### src/rtl/count_sequencer.sv
// count_sequencer: run-control FSM for the loadable custom-sequence counter.
// Turns four active-low push buttons into one-cycle load/tick strobes, divides
// CLOCK_50 into the visible count rate and can auto-halt on a programmed value.
// Optional feature: define KEY_DEBOUNCE_EN to insert a DEB_CYCLES debouncer
// between each key synchronizer and its press detector.
module count_sequencer #(
    parameter int unsigned WIDTH      = 4,
    parameter int unsigned TICK_DIV   = 50000000,
    parameter int unsigned DEB_CYCLES = 1000000
) (
    input  logic             CLOCK_50,
    input  logic             rst_n,
    input  logic             key_start_n,
    input  logic             key_stop_n,
    input  logic             key_step_n,
    input  logic             key_load_n,
    input  logic [WIDTH-1:0] load_val,
    input  logic [WIDTH-1:0] stop_val,
    input  logic             stop_match_en,
    input  logic [WIDTH-1:0] count_q,
    output logic             cnt_tick,
    output logic             cnt_load,
    output logic [2:0]       state,
    output logic             running,
    output logic             halted
);

    typedef enum logic [2:0] {
        S_IDLE  = 3'd0,
        S_LOAD  = 3'd1,
        S_RUN   = 3'd2,
        S_PAUSE = 3'd3,
        S_STEP  = 3'd4,
        S_HALT  = 3'd5
    } state_t;

    localparam int unsigned PW = (TICK_DIV > 1) ? $clog2(TICK_DIV) : 1;
    localparam logic [PW-1:0] LP_PRE_TERM = PW'(TICK_DIV - 1);

    // Key bit order: [3]=load [2]=stop [1]=start [0]=step
    logic [3:0] w_key_n;
    logic [3:0] r_sync1;
    logic [3:0] r_sync2;
    logic [3:0] w_lvl;
    logic [3:0] r_prev;
    logic [3:0] w_press;

    logic w_ev_load;
    logic w_ev_stop;
    logic w_ev_start;
    logic w_ev_step;
    logic w_match;

    state_t        r_state;
    state_t        w_state_nx;
    logic [PW-1:0] r_presc;
    logic [PW-1:0] w_presc_nx;
    logic          r_tick;
    logic          w_tick_nx;
    logic          r_load;
    logic          w_load_nx;
    logic          r_running;
    logic          r_halted;

    // load_val goes straight to the counter; it is only on this port list for wiring
    logic w_unused;

    assign w_key_n = {key_load_n, key_stop_n, key_start_n, key_step_n};

    // Two-flop synchronizer for the asynchronous push buttons
    always_ff @(posedge CLOCK_50 or negedge rst_n) begin
        if (!rst_n) begin
            r_sync1 <= '1;
            r_sync2 <= '1;
        end else begin
            r_sync1 <= w_key_n;
            r_sync2 <= r_sync1;
        end
    end

`ifdef KEY_DEBOUNCE_EN
    localparam int unsigned DW = (DEB_CYCLES > 1) ? $clog2(DEB_CYCLES) : 1;
    localparam logic [DW-1:0] LP_DEB_TERM = DW'(DEB_CYCLES - 1);

    logic [3:0]    r_deb;
    logic [DW-1:0] r_deb_cnt [4];

    // Accept a new key level only after it has differed for DEB_CYCLES cycles in a row
    always_ff @(posedge CLOCK_50 or negedge rst_n) begin
        if (!rst_n) begin
            r_deb <= '1;
            for (int unsigned i = 0; i < 4; i++) begin
                r_deb_cnt[i] <= '0;
            end
        end else begin
            for (int unsigned i = 0; i < 4; i++) begin
                if (r_sync2[i] == r_deb[i]) begin
                    r_deb_cnt[i] <= '0;
                end else if (r_deb_cnt[i] == LP_DEB_TERM) begin
                    r_deb[i]     <= r_sync2[i];
                    r_deb_cnt[i] <= '0;
                end else begin
                    r_deb_cnt[i] <= r_deb_cnt[i] + 1'b1;
                end
            end
        end
    end

    assign w_lvl    = r_deb;
    assign w_unused = ^load_val;
`else
    assign w_lvl    = r_sync2;
    assign w_unused = (^load_val) ^ (DEB_CYCLES == 0);
`endif

    // Remember last key level so a press is a single 1->0 pulse
    always_ff @(posedge CLOCK_50 or negedge rst_n) begin
        if (!rst_n) begin
            r_prev <= '1;
        end else begin
            r_prev <= w_lvl;
        end
    end

    assign w_press = r_prev & ~w_lvl;

    // Only the highest-priority press of a cycle survives
    assign w_ev_load  = w_press[3];
    assign w_ev_stop  = w_press[2] & ~w_press[3];
    assign w_ev_start = w_press[1] & ~(|w_press[3:2]);
    assign w_ev_step  = w_press[0] & ~(|w_press[3:1]);

    assign w_match = stop_match_en && (count_q == stop_val);

    // Next-state, prescaler and strobe decode
    always_comb begin
        w_state_nx = r_state;
        w_presc_nx = r_presc;
        w_tick_nx  = 1'b0;
        w_load_nx  = 1'b0;
        case (r_state)
            S_IDLE: begin
                if (w_ev_load) begin
                    w_state_nx = S_LOAD;
                    w_presc_nx = '0;
                    w_load_nx  = 1'b1;
                end else if (w_ev_start) begin
                    w_state_nx = S_RUN;
                    w_presc_nx = '0;
                end else if (w_ev_step) begin
                    w_state_nx = S_STEP;
                    w_tick_nx  = 1'b1;
                end
            end
            S_LOAD: begin
                w_state_nx = S_IDLE;
                w_presc_nx = '0;
            end
            S_RUN: begin
                // Auto-halt outranks stop and the tick; only load beats it
                if (w_ev_load) begin
                    w_state_nx = S_LOAD;
                    w_presc_nx = '0;
                    w_load_nx  = 1'b1;
                end else if (w_match) begin
                    w_state_nx = S_HALT;
                end else if (w_ev_stop) begin
                    w_state_nx = S_PAUSE;
                end else if (r_presc == LP_PRE_TERM) begin
                    w_presc_nx = '0;
                    w_tick_nx  = 1'b1;
                end else begin
                    w_presc_nx = r_presc + 1'b1;
                end
            end
            S_PAUSE: begin
                if (w_ev_load) begin
                    w_state_nx = S_LOAD;
                    w_presc_nx = '0;
                    w_load_nx  = 1'b1;
                end else if (w_ev_start) begin
                    w_state_nx = S_RUN;
                end else if (w_ev_step) begin
                    w_state_nx = S_STEP;
                    w_tick_nx  = 1'b1;
                end
            end
            S_STEP: begin
                w_state_nx = S_PAUSE;
            end
            S_HALT: begin
                if (w_ev_load) begin
                    w_state_nx = S_LOAD;
                    w_presc_nx = '0;
                    w_load_nx  = 1'b1;
                end else if (w_ev_start) begin
                    if (!w_match) begin
                        w_state_nx = S_RUN;
                    end
                end else if (w_ev_step) begin
                    w_state_nx = S_STEP;
                    w_tick_nx  = 1'b1;
                end
            end
            default: begin
                w_state_nx = S_IDLE;
                w_presc_nx = '0;
            end
        endcase
    end

    // State, prescaler and registered outputs
    always_ff @(posedge CLOCK_50 or negedge rst_n) begin
        if (!rst_n) begin
            r_state   <= S_IDLE;
            r_presc   <= '0;
            r_tick    <= 1'b0;
            r_load    <= 1'b0;
            r_running <= 1'b0;
            r_halted  <= 1'b0;
        end else begin
            r_state   <= w_state_nx;
            r_presc   <= w_presc_nx;
            r_tick    <= w_tick_nx;
            r_load    <= w_load_nx;
            r_running <= (w_state_nx == S_RUN);
            r_halted  <= (w_state_nx == S_HALT);
        end
    end

    assign cnt_tick = r_tick;
    assign cnt_load = r_load;
    assign state    = r_state;
    assign running  = r_running;
    assign halted   = r_halted;

endmodule

### config.mk
export PLATFORM = sky130hd
export DESIGN_NAME = count_sequencer
export DESIGN_NICKNAME = d
export VERILOG_FILES = /design/src/rtl/count_sequencer.sv
export SDC_FILE = /design/constraint.sdc
export NUM_CORES = 1
export LEC_CHECK = 0
export CAP_MARGIN = 30
export CORE_ASPECT_RATIO = 0.5
export CORE_MARGIN = 8
export CORE_UTILIZATION = 45
export CTS_CLUSTER_SIZE = 25
export DETAILED_ROUTE_END_ITERATION = 16
export DONT_BUFFER_PORTS = 1
export PLACE_DENSITY = 0.61
export SLEW_MARGIN = 25
export SYNTH_ARGS = -nofsm -noshare
export SYNTH_HDL_FRONTEND = slang
export SYNTH_SLANG_ARGS = --single-unit
### constraint.sdc
create_clock -name CLOCK_50 -period 3.65 [get_ports CLOCK_50]
set_input_delay 0.1825 -clock CLOCK_50 [delete_from_list [all_inputs] [get_ports CLOCK_50]]
set_output_delay 0.1825 -clock CLOCK_50 [all_outputs]
set_load 0.005 [all_outputs]
==> out/metrics.cfg, run 1 <==
[placement]
dpl.hpwl_um = 3480
portBuffers = 0
dp_cells = 307
gp_congestion = 0.812

[detailed_routing]
drt_wl_total_um = 5050
first_iter_violations = 190
avgRoutedWirePerCell_um = 15.7
drcViolationCount = 0
vias = 1872
vias_per_cell = 5.83
drt_first_pass_iters = 4
ant_nets = 0

[layout]
layout_commonest_cell = dfrtp_1
drive_gt1_frac = 0.127
final_core_util = 0.518
antennaDiodeCount = 0
multi_input_area_um2 = 1120
syn_to_final_growth_pct = 9.97
final_nets = 270
final_cell_mix = dfrtp_1 (33), nor2_1 (23), nand2_1 (17), o21ai_0 (17), xor2_1 (13)
regArea_um2 = 1140
fin_cells = 321
fillers = 492

[clock_network]
htreeDepth = 2
post_cts_resize_count = 0
cts_buffer_depth = 2
cts_hold_buf = 6
post_cts_buffers = 0
root_buffer = clkbuf_8
clkLatencyLatePin_ps = 290
cts.sinks = 45
clk_pin_slew_worst_paths_ps = 90
cts_tree = yes
cts_buffers = 5

[floorplan]
core_um2 = 4950
row_count = 18
die_y_um = 66.9
start_util = 0.471
pin_count = 26
die_area_um2 = 7890
fp.dieW_um = 118

[synthesis]
synth_cell_type_count = 47
yosys.area.top_type = dfrtp_1
synth_seq_cells = 45
syn_area_um2 = 2330
netlist.area_leader.share = 0.354
synth.avg_cell_area_um2 = 9.65
syn_nets = 262
synth_area_leaders = dfrtp_1 (35%), dfstp_2 (14%), xor2_1 (4.9%), nor2_1 (3.7%), o21ai_0 (3.6%)
async_reset_ff_frac = 1.00
synth-edff-count = 0
seq_area_frac_synth = 0.489
yosys_warnings = 0
netlist_instances = 242
ys.flop_type = dfrtp_1

[power]
p_sw_frac = 0.350
cellInternalPower_w = 0.000771
clockPowerShare = 0.256
p_seq_frac = 0.487
p_leak_nw = 1.05
ir_drop_v = 0.000203
p_comb_frac = 0.257
power_density_nw_per_um2 = 462
switchingPower_w = 0.000415

[timing]
min_period_ps = 2650
slew_headroom = 0.593
whs_ps = 358
setup_tns_ps = 0
hold_viol = 0
rsz0062_at_grt = false
setup_viol = 0
final.period_utilization = 0.727
fmax_mhz = 377
slew_violations = 0
worst_slew_pin_slew_ps = 611
skew_ps = 6.02

[outcome]
status = finished clean

[setup_path]
cp_max_fo = 15
end_kind = flop
startpoint_type = flop
worstPathRequired_ps = 3800
r2r_setup_slack_ps = 1000
worst_ep_arrival_time_ps = 2810
critPathKind = reg2reg

[job]
maxCapViolations = 0

[global_route]
overflow = 0
antenna_found_initial = 0
grt_use_total = 0.137
grt_pass1_wl_um = 8860
grt_start_max_net_pins = 46
grt_pass1_vias = 1775

[worst_hold_path]
hp-class = reg2reg

## metrics by stage
step | total power (W) | setup WS (ps) | area (um^2)
after floorplan | 0.000795 | 1690 | 2330
after CTS | 0.00120 | 1020 | 2570
after global routing | 0.00127 | 747 | 2570
after global placement | 0.000867 | 1080 | 2400
final | 0.00119 | 996 | 2570
after detailed placement | 0.000874 | 1040 | 2400
## path summary, 6_finish.rpt
kind	start	endpoint	depth (start not counted)
max	state[2]$_DFF_PN0_	r_presc[16]$_DFFE_PN0P_	7
min	r_sync1[0]$_DFF_PN1_	r_sync2[0]$_DFF_PN1_	0
max reg2reg	state[2]$_DFF_PN0_	r_presc[16]$_DFFE_PN0P_	7
min reg2reg	r_sync1[0]$_DFF_PN1_	r_sync2[0]$_DFF_PN1_	0
max in group asynchronous	rst_n	r_sync2[2]$_DFF_PN1_	2
min in group asynchronous	rst_n	r_presc[24]$_DFFE_PN0P_	2
## sequential cells by signal, indices dropped and copies added, names as in the netlist
name and cells:
running 1, r_sync2 4, halted 1, cnt_tick 1, r_sync1 4, r_prev 4, r_presc 26, state 3
cnt_load 1
## power groups by stage
stage | combinational [W] | clock, W | sequential, W
2_1_floorplan | 0.000230 | 0 | 0.000565
3_3_place_gp | 0.000281 | 0 | 0.000586
3_5_place_dp | 0.000286 | 0 | 0.000588
4_1_cts | 0.000304 | 0.000314 | 0.000579
5_1_grt | 0.000343 | 0.000336 | 0.000586
6_report | 0.000305 | 0.000303 | 0.000578
## worst max-delay path, stage by stage, from the launching register on
cell	delay (ps)
dfrtp_1	500
nand2b_1	270
nor3_2	270
nand3_1	130
buf_4	200
nand2_1	390
or2_0	560
o21ai_0	190
## cell usage after synthesis, types with 2 or more instances
library cell  instances
dfrtp_1              33
nor2_1               23
nand2_1              17
o21ai_0              17
xor2_1               13
a21oi_1              12
dfstp_2              12
nand3_1              12
nand4_1              10
o31ai_1               9
and3_1                7
inv_1                 7
and4_1                6
and2_1                5
nor3_1                5
a31oi_1               4
buf_2                 4
nand2b_1              4
buf_4                 3
nor4_1                3
clkbuf_1              2
nor2b_1               2
nor3b_1               2
nor4b_1               2
o211ai_1              2
o21a_1                2
o21ai_1               2
or3_1                 2
xnor2_1               2
## cell families (layout without fill, tap and decap cells)
logic type                 Yosys count  after routing  synth area share
AOI/OAI and AO/OA                   56             56             0.152
xor gates and xnor gates            15             15            0.0563
adders and majority gates            1              1           0.00536
buffers and inverters               16             25            0.0327
DFF                                 45             45             0.489
muxes                                1              1           0.00429
and+or+nand+nor                    108            108             0.261
## routing by layer
metal | wire [um] | up-vias | GRT usage
met5 | 0 | - | 0
met4 | 29 | 0 | 0.0284
met3 | 268 | 5 | 0.0388
met2 | 2340 | 45 | 0.228
met1 | 2410 | 931 | 0.177
li1 | - | 891 | -
## final cells by class
class,count,area share
Clock buffer,6,0.0283
Clock inverter,2,0.00585
Inverter,7,0.0102
Multi-Input combinational cell,181,0.435
Sequential cell,45,0.444
Tap cell,70,0.0341
Timing Repair Buffer,10,0.0419
(Power assumes the default switching activity.)
==> run 2: changes to the inputs <==
Settings changed: PLACE_DENSITY 0.61 to 0.63.
Clock period 3.65 ns to 2.3 ns, I/O delays scaled along.
==> out/metrics.cfg, run 2 (synthesized netlist as in run 1, its figures left out) <==
[outcome]
status = finished clean

[setup_path]
crit_chain = nor2b_4, buf_4, a21oi_2, a211oi_4, nand2_1, or2_1, o31ai_1
critPathKind = reg2reg
worstPathRequired_ps = 2490  ; -1310 ps
path_buf_inv = 1  ; unchanged
worst_ep_arrival_time_ps = 2310  ; -500 ps
cp_max_fo = 10  ; -5
r2r_setup_slack_ps = 180  ; -810 ps
slowest_stage = dfstp_2
startpoint_type = flop
end_kind = flop
critPathTopFamily = simple AND/OR/NAND/NOR gates
max_stage_delay_ps = 520  ; -40 ps

[floorplan]
row_count = 18  ; unchanged
fp.dieW_um = 118  ; unchanged
die_area_um2 = 7890  ; unchanged
pin_count = 26  ; unchanged
start_util = 0.471  ; unchanged
die_y_um = 66.9  ; unchanged
core_um2 = 4950  ; unchanged

[clock_network]
root_buffer = clkbuf_8
post_cts_buffers = 0  ; unchanged
cts_tree = yes
cts_buffer_depth = 2  ; unchanged
clk_pin_slew_worst_paths_ps = 80  ; about the same
cts_buffers = 5  ; unchanged
cts.sinks = 45  ; unchanged
htreeDepth = 2  ; unchanged
clkLatencyLatePin_ps = 300  ; about the same

[layout]
largest_reg_flops = 26  ; unchanged
final_nets = 281  ; +4.1%
final_area_um2 = 2650  ; +3.0%
syn_to_final_growth_pct = 13.3
antennaDiodeCount = 0  ; unchanged
drive_gt1_frac = 0.164  ; +0.0366
largest-register = r_presc
final_cell_mix = dfrtp_1 (33), nor2_1 (23), nand2_1 (17), o21ai_0 (17), buf_4 (15)
layout_commonest_cell = dfrtp_1

[detailed_routing]
drt_first_pass_iters = 4  ; unchanged
avgRoutedWirePerCell_um = 15.8  ; +0.48%
vias = 1883  ; +0.59%
ant_nets = 0  ; unchanged
first_iter_violations = 200  ; +5.3%
drcViolationCount = 0  ; unchanged
drt_wl_total_um = 5250  ; +3.9%
vias_per_cell = 5.67  ; -2.7%

[global_route]
overflow = 0  ; unchanged
antenna_found_initial = 0  ; unchanged
grt_start_max_net_pins = 46  ; unchanged
grt_use_total = 0.143  ; +0.00541
grt_pass1_vias = 1807  ; +1.8%
grt_pass1_wl_um = 9010  ; +1.7%

[timing]
slew_headroom = 0.586  ; -0.00653
final.period_utilization = 0.921  ; +0.194
slew_violations = 0  ; unchanged
rsz0062_at_grt = false
min_period_ps = 2120  ; -535 ps
setup_tns_ps = 0  ; unchanged
hold_viol = 0  ; unchanged
setup_viol = 0  ; unchanged
skew_ps = 5.73  ; -0.294 ps
fmax_mhz = 472  ; +25%
worst_slew_pin_slew_ps = 619  ; +8.45 ps

[power]
ir_drop_v = 0.000302  ; +49%
power_density_nw_per_um2 = 738  ; +60%
p_leak_nw = 1.11  ; +6.1%
power_w = 0.00195  ; +65%

[placement]
portBuffers = 0  ; unchanged
placed_cell_area_um2 = 2480  ; +3.4%
dpl.hpwl_um = 3680  ; +5.7%
gp_congestion = 0.845  ; +4.1%

[worst_hold_path]
hp-class = in2async

[job]
maxCapViolations = 0  ; unchanged

-- run 2: cell count changes in the layout (fill, tap and decap cells not counted), sizes merged --
cell      delta
clkinv       +2
clkinvlp     -2
buf         +11
-- run 2: worst paths after layout --
check / from / to / cells after the start
min reg2reg: r_sync1[1]$_DFF_PN1_ / r_sync2[1]$_DFF_PN1_ / 0
min: rst_n / r_presc[22]$_DFFE_PN0P_ / 2
max reg2reg: r_prev[3]$_DFF_PN1_ / r_presc[17]$_DFFE_PN0P_ / 7
min in group CLOCK_50: r_sync1[1]$_DFF_PN1_ / r_sync2[1]$_DFF_PN1_ / 0
max: r_prev[3]$_DFF_PN1_ / r_presc[17]$_DFFE_PN0P_ / 7
max in group asynchronous: rst_n / r_prev[0]$_DFF_PN1_ / 2
-- run 2: cell type report --
| cell class | instances | area, um^2 |
|---|---|---|
| clock buffers | 6 | 72.6 |
| clock inverters | 2 | 10.0 |
| fillers | 465 | 2310 |
| inverters | 7 | 26.3 |
| multi-input cells | 181 | 1120 |
| flip-flops and latches | 45 | 1140 |
| well taps | 70 | 87.6 |
| repair buffers | 21 | 190 |
-- run 2: per-layer routing --
| layer | track usage | vias up | part of all wire |
|---|---|---|---|
| met2 | 0.231 | 51 | 0.45 |
| met1 | 0.179 | 908 | 0.47 |
| met4 | 0.0600 | 0 | 0.014 |
| met3 | 0.0396 | 9 | 0.066 |
| li1 | - | 915 | - |
| met5 | 0 | - | 0 |
-- run 2: per-stage QoR --
step	worst slack, ps	utilization	hold WS [ps]	std cells
after detailed placement	160	0.502	-179	318
after floorplan	335	-	-181	242
after CTS	74.5	0.534	321	332
after global routing	68.9	0.534	336	332
final	181	0.534	315	332
after global placement	215	0.502	-179	318
-- run 2: power breakdown --
group,switching [W],internal (W),leakage (nW)
registers,0.0000539,0.000848,0.583
logic,0.000359,0.000221,0.485
clock network,0.000259,0.000211,0.0450
-- run 2: what timing repair did --
item,CTS,global route
endpoints found under the hold margin,49,0
resized for setup,0,1
hold buffers,6,0
setup endpoints to repair,0,4
==> run 3: changes to the inputs <==
Settings changed: ABC_AREA from default to 1.
==> out/metrics.cfg, run 3 <==
[floorplan]
core_um2 = 6080  ; +23%
die_y_um = 72.1  ; +7.7%
start_util = 0.466  ; -0.00537
die_area_um2 = 9240  ; +17%
row_count = 20  ; +2
pin_count = 26  ; unchanged
fp.dieW_um = 128  ; +8.8%

[detailed_routing]
avgRoutedWirePerCell_um = 13.2  ; -16%
vias = 2617  ; +39%
vias_per_cell = 5.06  ; -11%
drt_first_pass_iters = 5  ; +1
ant_nets = 0  ; unchanged
drcViolationCount = 0  ; unchanged
drt_wl_total_um = 6840  ; +30%
first_iter_violations = 165  ; -18%

[synthesis]
async_reset_ff_frac = 1.00  ; unchanged
synth.avg_cell_area_um2 = 6.78  ; -30%
synth_most_common_cell = nand2_1
netlist.area_leader.share = 0.292  ; -0.0622
synth_cell_type_count = 28  ; -40%
yosys_warnings = 0  ; unchanged
seq_area_frac_synth = 0.403  ; -0.0859
syn_area_um2 = 2830  ; +21%
synth-edff-count = 0  ; unchanged
synth_area_leaders = dfrtp_1 (29%), nand2_1 (14%), dfstp_2 (11%), nor2_1 (9.8%), nand3_1 (7.6%)
netlist_instances = 418  ; +73%
syn_nets = 438  ; +67%
synth_seq_cells = 45  ; unchanged
yosys.area.top_type = dfrtp_1
yosys-top-cells-count = nand2_1 (108), nor2_1 (74), inv_1 (57)
ys.flop_type = dfrtp_1

[worst_hold_path]
hold_depth = 4
worstHoldStart = stop_match_en
hold_end = state[2]$_DFF_PN0_
hp-class = in2reg

[global_route]
grt_pass1_vias = 2448  ; +35%
grt_use_total = 0.160  ; +0.0171
use_met3 = 0.0402  ; +0.000576
use_met2 = 0.257  ; +0.0254
grt_start_max_net_pins = 46  ; unchanged
top_usage_layer = met2
grt_use_met1 = 0.207  ; +0.0283
overflow = 0  ; unchanged
grt_pass1_wl_um = 11700  ; +30%
antenna_found_initial = 0  ; unchanged

[power]
p_leak_nw = 1.46  ; +31%
power_density_nw_per_um2 = 773  ; +4.7%
ir_drop_v = 0.000368  ; +22%

[timing]
setup_tns_ps = 0  ; unchanged
fmax_mhz = 519  ; +10%
worst_slew_pin_slew_ps = 443  ; -176 ps
whs_ps = 138  ; -177 ps
slew_violations = 0  ; unchanged
rsz0062_at_grt = false
skew_ps = 7.39  ; +1.66 ps
min_period_ps = 1930  ; -193 ps
setup_viol = 0  ; unchanged
fin_ws_ps = 374  ; +193 ps
slew_headroom = 0.703  ; +0.117
hold_viol = 0  ; unchanged
final.period_utilization = 0.838  ; -0.0838

[placement]
pre_cts_slack_ps = 407  ; +247 ps
dpl.hpwl_um = 5140  ; +40%
portBuffers = 0  ; unchanged
gp_congestion = 0.948  ; +12%

[clock_network]
post_cts_buffers = 0  ; unchanged
cts_buffer_depth = 2  ; unchanged
clkLatencyLatePin_ps = 300  ; about the same
htreeDepth = 2  ; unchanged
cts_tree = yes
cts_hold_buf = 6  ; unchanged
clk_pin_slew_worst_paths_ps = 70  ; about the same
post_cts_resize_count = 0  ; unchanged
cts_buffers = 5  ; unchanged
cts.sinks = 45  ; unchanged
root_buffer = clkbuf_16

[setup_path]
r2r_setup_slack_ps = 370  ; +190 ps
worst_ep_arrival_time_ps = 2110  ; -200 ps
critPathKind = reg2reg
reg2regPathDepth = 9  ; +2
end_kind = flop
worstPathRequired_ps = 2480  ; about the same
startpoint_type = flop
rr_endpoint = r_presc[6]$_DFFE_PN0P_
cp_max_fo = 24  ; +14
r2r-start = r_prev[1]$_DFF_PN1_

[layout]
largest_reg_flops = 26  ; unchanged
final_core_util = 0.520  ; -0.0137
syn_to_final_growth_pct = 11.7
final_cell_mix = nand2_1 (108), nor2_1 (74), inv_1 (57)
final_nets = 448  ; +59%
antennaDiodeCount = 0  ; unchanged
largest-register = r_presc
drive_gt1_frac = 0.121  ; -0.0429
layout_commonest_cell = nand2_1

[job]
maxCapViolations = 0  ; unchanged

[outcome]
status = finished clean

## run 3: critical path, stage by stage (launching register included)
cell     delay, ps
dfstp_2        520
inv_1           30
nor2_1         220
nand3_2        160
nand3_1        140
inv_2           50
nor2_4         110
nand2_2        270
a21oi_1        240
a21oi_1         60
## run 3: power breakdown
part	internal, W	switching [W]	total (W)
logic	0.000228	0.000561	0.000789
clock network	0.000414	0.000328	0.000743
registers	0.000854	0.0000587	0.000913
total	0.00150	0.000948	0.00244
## run 3: cell families (layout without fill, tap and decap cells)
logic type | after synthesis | count (layout) | synth area share
buffers and inverters | 74 | 85 | 0.105
AND/OR/NAND/NOR | 263 | 263 | 0.416
flip-flops | 45 | 45 | 0.403
AO/OA/AOI/OAI | 30 | 30 | 0.0565
XOR/XNOR | 5 | 5 | 0.0155
adder cells (fa/ha/maj) | 1 | 1 | 0.00442
## run 3: stage by stage
| step | std cells | total power, W | instance area [um^2] |
|---|---|---|---|
| 2_1_floorplan | 418 | 0.00150 | 2830 |
| 3_3_place_gp | 503 | 0.00167 | 2930 |
| 3_5_place_dp | 503 | 0.00169 | 2930 |
| 4_1_cts | 517 | 0.00247 | 3160 |
| 5_1_grt | 517 | 0.00261 | 3160 |
| 6_report | 517 | 0.00244 | 3160 |
## run 3: how the worst max path moves through the flow
stage,start,to,slack [ps],depth (start not counted)
finish,r_prev[1]$_DFF_PN1_,r_presc[6]$_DFFE_PN0P_,370,9
floorplan,r_presc[0]$_DFFE_PN0P_,r_presc[19]$_DFFE_PN0P_,670,12
CTS,r_prev[1]$_DFF_PN1_,r_presc[4]$_DFFE_PN0P_,380,9
detailed placement,r_prev[1]$_DFF_PN1_,r_presc[4]$_DFFE_PN0P_,410,9
global placement,r_prev[1]$_DFF_PN1_,r_presc[25]$_DFFE_PN0P_,430,9
global route,r_presc[1]$_DFFE_PN0P_,r_presc[15]$_DFFE_PN0P_,200,10
## run 3: layout make-up
class	instances	area, um^2
Fill cell	620	2920
Multi-Input combinational cell	299	1390
Sequential cell	45	1140
Inverter	65	244
Clock buffer	5	125
Timing Repair Buffer	12	123
Tap cell	88	110
Clock inverter	3	26.3
## run 3: per-layer routing
| layer | share of wire | vias up |
|---|---|---|
| li1 | - | 1331 |
| met1 | 0.47 | 1227 |
| met2 | 0.46 | 51 |
| met3 | 0.061 | 8 |
| met4 | 0.010 | 0 |
| met5 | 0 | - |
